==> src/rtl/sp_ram_request_master.sv <==
// Request master for a single-port inferred RAM: turns a valid/ready request
// stream into RAM cycles and returns read data in order through a credit-limited FIFO.
module sp_ram_request_master #(
   parameter int size        = 16,
   parameter int width       = 8,
   parameter int depth       = 4,
   parameter int readLatency = 1
) (
   input  logic             clock,
   input  logic             reset,
   input  logic [depth-1:0] req_addr,
   input  logic [width-1:0] req_data,
   input  logic             req_write,
   input  logic             req_valid,
   output logic             req_ready,
   output logic [width-1:0] rsp_data,
   output logic             rsp_valid,
   input  logic             rsp_ready,
   output logic [depth-1:0] ram_address,
   output logic [width-1:0] ram_data,
   output logic             ram_data_valid,
   input  logic [width-1:0] ram_q
);

   localparam int tail = readLatency - 1;

   logic [2:0]       outstanding;
   logic             req_fire;
   logic             read_accept;
   logic             rsp_fire;
   logic             req_oor;
   logic             issue_read;
   logic             issue_oor;
   logic [tail:0]    track_valid;
   logic [tail:0]    track_oor;
   logic             push;
   logic [width-1:0] push_data;
   logic [width-1:0] fifo_mem [4];
   logic [1:0]       wr_ptr;
   logic [1:0]       rd_ptr;
   logic [2:0]       fifo_count;

   // Credit covers every read until its response is popped, so the FIFO never overflows.
   assign req_ready   = !reset && (outstanding < 3'd4);
   assign req_fire    = req_valid && req_ready;
   assign read_accept = req_fire && !req_write;
   assign rsp_fire    = rsp_valid && rsp_ready;
   assign req_oor     = int'(req_addr) >= size;

   always_ff @(posedge clock or posedge reset) begin
      if (reset) begin
         outstanding <= 3'd0;
      end else begin
         unique case ({read_accept, rsp_fire})
            2'b10:   outstanding <= outstanding + 3'd1;
            2'b01:   outstanding <= outstanding - 3'd1;
            default: outstanding <= outstanding;
         endcase
      end
   end

   // Issue register; address and data hold when idle so only the strobe drops.
   always_ff @(posedge clock or posedge reset) begin
      if (reset) begin
         ram_address    <= '0;
         ram_data       <= '0;
         ram_data_valid <= 1'b0;
         issue_read     <= 1'b0;
         issue_oor      <= 1'b0;
      end else if (req_fire) begin
         ram_address    <= req_addr;
         ram_data       <= req_data;
         ram_data_valid <= req_write && !req_oor;
         issue_read     <= !req_write;
         issue_oor      <= req_oor;
      end else begin
         ram_data_valid <= 1'b0;
         issue_read     <= 1'b0;
         issue_oor      <= 1'b0;
      end
   end

   // Tracker mirrors the RAM pipeline; its tail marks the cycle ram_q holds the read.
   always_ff @(posedge clock or posedge reset) begin
      if (reset) begin
         track_valid <= '0;
         track_oor   <= '0;
      end else begin
         track_valid[0] <= issue_read;
         track_oor[0]   <= issue_oor;
         for (int i = 1; i < readLatency; i++) begin
            track_valid[i] <= track_valid[i-1];
            track_oor[i]   <= track_oor[i-1];
         end
      end
   end

   assign push      = track_valid[tail];
   assign push_data = track_oor[tail] ? '0 : ram_q;

   always_ff @(posedge clock or posedge reset) begin
      if (reset) begin
         for (int i = 0; i < 4; i++) begin
            fifo_mem[i] <= '0;
         end
         wr_ptr     <= 2'd0;
         rd_ptr     <= 2'd0;
         fifo_count <= 3'd0;
      end else begin
         if (push) begin
            fifo_mem[wr_ptr] <= push_data;
            wr_ptr           <= wr_ptr + 2'd1;
         end
         if (rsp_fire) begin
            rd_ptr <= rd_ptr + 2'd1;
         end
         unique case ({push, rsp_fire})
            2'b10:   fifo_count <= fifo_count + 3'd1;
            2'b01:   fifo_count <= fifo_count - 3'd1;
            default: fifo_count <= fifo_count;
         endcase
      end
   end

   assign rsp_valid = (fifo_count != 3'd0);
   assign rsp_data  = rsp_valid ? fifo_mem[rd_ptr] : '0;

endmodule

==> config.mk <==
export PLATFORM = sky130hd
export DESIGN_NAME = sp_ram_request_master
export DESIGN_NICKNAME = d
export VERILOG_FILES = /design/src/rtl/sp_ram_request_master.sv
export SDC_FILE = /design/constraint.sdc
export NUM_CORES = 1
export LEC_CHECK = 0
export CAP_MARGIN = 20
export CELL_PAD_IN_SITES_DETAIL_PLACEMENT = 0
export CELL_PAD_IN_SITES_GLOBAL_PLACEMENT = 1
export CORE_AREA = 3 3 94 96
export CTS_CLUSTER_SIZE = 8
export DETAILED_ROUTE_END_ITERATION = 8
export DIE_AREA = 0 0 97 99
export PLACE_DENSITY_LB_ADDON = 0.1
export RECOVER_POWER = 50
export SETUP_SLACK_MARGIN = 0.02
export SYNTH_ARGS = -nofsm -noshare
export SYNTH_HDL_FRONTEND = slang
export SYNTH_SLANG_ARGS = --single-unit
==> constraint.sdc <==
create_clock -name clock -period 2.36 [get_ports clock]
set_input_delay 0.472 -clock clock [delete_from_list [all_inputs] [get_ports clock]]
set_output_delay 0.472 -clock clock [all_outputs]
set_load 0.1 [all_outputs]
* Word-level counts from Yosys, hierarchy flattened
Index checks and enable logic that the tools add are counted.
** Operators by class
- Reductions and logical operators :: 10
- Muxes and demuxes :: 11
- Bitwise operators :: 2
- $add $sub $neg :: 6
- Order comparisons :: 4
- Equal/unequal tests :: 4
** Operator list (count)
- 32-bit bitwise mux :: 1
- 8-bit two-way mux :: 4
- 8-bit binary-select mux with 2-bit select :: 1
- 8-bit demux with 2-bit select :: 1
- 3-bit one-hot mux with 2 select lines :: 2
- 3-bit by 1-bit adder with 3-bit output (second input constant) :: 2
- 3-bit greater-or-equal comparator (second input constant) :: 2
- 2-bit inverter with 3-bit output :: 2
- 3-bit by 1-bit subtractor with 3-bit output (second input constant) :: 2
- 1-bit logical AND :: 5
- 2-bit by 1-bit adder with 2-bit output (second input constant) :: 2
- 2-bit by 1-bit equality test with 1-bit output (second input constant) :: 2
- 2-bit equality test (second input constant) :: 2
- 2-bit nonzero test :: 2
- 3-bit by 1-bit < comparator with 1-bit output (second input constant) :: 1
- 3-bit < comparator (second input constant) :: 1
- 3-bit nonzero test :: 1
- 1-bit logical NOT :: 2
- 1-bit two-way mux :: 2
** Storage, ports and cells
- Output and inout port bits :: 23
- Flip-flop bits (word level) :: 57
- Word-level logic and storage cells :: 50
- Input bits :: 25

* Longest topological paths before layout
- Word-level depth :: 6
- Mapped depth :: 11
- Mapped depth without buffers :: 9

* Least setup slack after synthesis
Ideal clock, no wire load.
- Kind :: input port to flip-flop
- From :: input port reset
- To :: register outstanding[2]
- Slack :: -394 ps
- Stages on the path :: 11
- Required time :: 2235 ps
- Buffers on the path :: 2
- Arrival :: 2628 ps
- Setup time :: 125 ps
- Cell sequence :: nor2_2 > and2_4 > buf_6 > buf_12 > nand2b_1 > ha_1 > inv_1 > fa_1 > xor2_1 > nor2_1 > xor2_1
** Between the ends
- Cells in the longest elaborated chain, start to end :: 6
- Elaborated cells on any way between the ends :: 8
- Those cells by class :: eq/ne: 2; mux: 1; reduce/logical: 5
** RTL lines
- start: declaration :: RTL line 10 : input logic reset,
- 1-bit logical NOT (no source line) *
- 1-bit logical AND * :: RTL line 44 : assign req_ready = !reset && (outstanding < 3'd4);
- 1-bit logical AND * :: RTL line 45 : assign req_fire = req_valid && req_ready;
- 1-bit logical AND * :: RTL line 46 : assign read_accept = req_fire && !req_write;
- 2-bit by 1-bit equality test with 1-bit output or 2-bit equality test (tied branches) :: RTL line 54 : unique case ({read_accept, rsp_fire})
- 3-bit one-hot mux with 2 select lines or 2-bit nonzero test (tied branches)
- end signal: assignment :: RTL line 55 : 2'b10: outstanding <= outstanding + 3'd1;
- end signal: assignment :: RTL line 56 : 2'b01: outstanding <= outstanding - 3'd1;
- end signal: assignment :: RTL line 57 : default: outstanding <= outstanding;
- end: declaration :: RTL line 27 : logic [2:0] outstanding;
Mark *: on every way between the ends. The rest lies on a longest branch, timed or not.
A chain may end at the register's enable or synchronous reset.

* Worst setup path in the final report
- From :: register rd_ptr[0]
- To :: output port rsp_data[7]
** Between the ends
- Cells in the longest elaborated chain, start to end :: 5
** RTL lines
- start: declaration :: RTL line 40 : logic [1:0] rd_ptr;
- start signal: assignment :: RTL line 115 : rd_ptr <= rd_ptr + 2'd1;
- 2-bit inverter with 3-bit output (not written as such) :: RTL line 126 : assign rsp_data = rsp_valid ? fifo_mem[rd_ptr] : '0;
- 8-bit binary-select mux with 2-bit select :: RTL line 126
- 8-bit two-way mux (not written as such) (2 in series) :: RTL line 126
- 8-bit two-way mux :: RTL line 126
- end: declaration :: RTL line 16 : output logic [width-1:0] rsp_data,
Every way passes these cells. The select of a mux whose other input is x is not followed.

==> qor.csv <==
metric,value,unit
status,completed,
Required @ worst endpoint,1.89,ns
worst reg2reg endpoint,fifo_count[1]$_DFFE_PP0P_,
clock latency at the later pin of the worst-skew pair,0.33,ns
post-DP HPWL,3770,microns
HP Class,reg -> reg,
clk root buf,clkbuf_8,
post-synthesis async set-or-reset flop share,100,%
worst reg2reg startpoint,fifo_count[0]$_DFFE_PP0P_,
starting density of the core,31.6,%
final setup margin,0.145,ns
WL/cell,15.6,microns
Final Instance Count excl. Fillers,336,
RD Place Congestion,0.657,
final slew viol count,0,
leading area contributor after synthesis,dfrtp_1,
clock slew at reported path FFs,0.06,ns
hold worst-path end,push$_DFF_PP0_,
GR Overflow Total,0,
H-Tree Depth,3,
Crit path arrival time,1.74,ns
Reg area,0.00143,sq mm
DRT Pass-1 Iters,4,
Achievable Freq,452,MHz
worst-margin pin slew,1.16,ns
Final Cycle Share,93.8,%
Die ar.,0.00960,sq mm
worst rel slew slack,22.7,%
final wirelength,5250,microns
Crit Path Class,reg -> out,
Post-Syn Area,0.00257,sq mm
vias per std cell,4.52,
clock sinks,57,
Tmin final,2.21,ns
Final Hold Fails,0,
R2R cell count,6,
Post-synth top flop,dfrtp_1,
final net count,259,
DRC Markers,0,
Post-synth top cells,"dfrtp_1, mux2_2, inv_1, and2_1",
RSZ-0062 raised after global routing,no,
WHS Path Cells,0,
GRT busiest layer,met2,
max-capacitance violation count,0,
share of cells above drive strength 1,42.0,%
Netlist cell types,25,
Post-CTS Resized,0,
Die Width,97,microns
Longest Clk Path Bufs,2,
Synth Register Bits,57,
synthesized area per cell,15.3,sq um
fin area,0.00345,sq mm
pin count of the biggest net entering global routing,45,
dpl cell area,0.00326,sq mm
Fillers,732,
Place WS,-0.00479,ns
Detail Route Antenna Nets,0,
Setup-failing EPs final,0,
GR Util All Layers,12.2,%
number of placed instances with taps included,320,
Core Area,0.00813,sq mm
I/O Pins,48,
global-route wire length before repair,9000,microns
CTS tree,built,
std cell rows,33,
"Net Count, Synth",201,
synthesized instance count,168,
port bufs,47,
total CTS buffers,9,
Worst Setup End Kind,output pin,
register area share after synthesis,55.4,%
synth top area cells,"dfrtp_1, mux2_2, mux4_2, mux2_4, ha_1",
P&R area growth vs syn,34.1,%
grt met3 use,3.82,%
Synth Warn #,0,
CTS hold repair buffers,0,
Ant. Diodes,0,
number of flops mapped to enable cells by yosys,0,
FF-to-FF setup slack,0.32,ns
drt initial violations,60,
Die Span Y,99,microns
met1 Use GR,14.6,%
initial antenna violation count,0,
CP max FO,6,
most common cell in the netlist,dfrtp_1,
vias in the first global route,1737,
met2 Usage GRT,20.5,%
final worst clock skew,0.0130,ns
via count,1519,
type of origin of the critical path,register,
Hold Crit Start,issue_read$_DFF_PP0_,
Post-CTS Setup Bufs,0,
Yosys top cell area share,55.4,%
area of the multi-input gates,0.00108,sq mm
-- cells by family (layout without fill, tap and decap cells) --
family          after synthesis  in the layout  share of synthesized area [%]
mux                          54             54                           28.2
simple gates                 23             23                           4.96
fa+ha+maj                     8              8                           4.47
flops                        57             57                           55.4
compound gates                1              1                          0.194
xor+xnor                      9              9                           3.06
buf+inv                      16             79                           3.69
-- sequential cells by signal, summed over array words and instances, names as in the netlist --
signal          flops
fifo_count          3
fifo_mem           32
issue_read          1
outstanding         3
push                1
ram_address         4
ram_data            8
ram_data_valid      1
rd_ptr              2
wr_ptr              2
-- cell usage in the layout (no fill, tap or decap), types with 3 or more instances in the layout --
cell / instances
clkbuf_8: 11
and2_1: 8
mux4_2: 8
ha_1: 5
mux2_4: 8
mux2_2: 36
xor2_1: 6
dfrtp_1: 57
xnor2_1: 3
clkbuf_1: 6
inv_1: 9
buf_4: 13
nand2_1: 5
buf_12: 9
clkdlybuf4s50_1: 23
-- metrics by stage --
| step | util (%) | hold slack, ns | setup TNS [ns] |
|---|---|---|---|
| CTS | 42.9 | 0.368 | 0 |
| detailed placement | 40.1 | 0.353 | -0.00479 |
| global route | 42.4 | 0.375 | 0 |
| floorplan | - | 0.331 | 0 |
| global placement | 40.1 | 0.335 | 0 |
| finish | 42.4 | 0.358 | 0 |
-- layout make-up --
| type | count | area share (%) |
|---|---|---|
| sequential | 57 | 41.3 |
| inverter | 10 | 1.09 |
| tap | 105 | 3.81 |
| multi-input combinational | 95 | 31.3 |
| clock inverter | 5 | 2.25 |
| clock buffer | 11 | 4.39 |
| timing repair buffer | 53 | 15.9 |
-- worst max-delay path: stages, from the launching register on --
cell	delay, ns
dfrtp_1	0.34
buf_4	0.19
mux4_2	0.51
and2_1	0.20
buf_12	0.17
-- routing by layer --
| metal | vias up | share of wire [%] |
|---|---|---|
| li1 | 695 | - |
| met1 | 777 | 42 |
| met2 | 41 | 53 |
| met3 | 6 | 4.4 |
| met4 | 0 | 1.1 |
| met5 | - | 0 |
-- worst max path at each step --
stage / startpoint / to / slack [ns] / depth (start not counted)
after floorplan: reset / outstanding[2]$_DFFE_PP0P_ / 0.02 / 11
after global placement: reset / outstanding[2]$_DFFE_PP0P_ / 0.07 / 10
after detailed placement: reset / outstanding[2]$_DFFE_PP0P_ / -0.005 / 10
after CTS: rd_ptr[0]$_DFFE_PP0P_ / rsp_data[7] / 0.10 / 4
after global routing: rd_ptr[0]$_DFFE_PP0P_ / rsp_data[6] / 0.06 / 4
final: rd_ptr[0]$_DFFE_PP0P_ / rsp_data[7] / 0.15 / 4
Power is left out: the tool's default activity adds up to more than one toggle a clock period on the data nets, which glitch-free logic cannot reach.
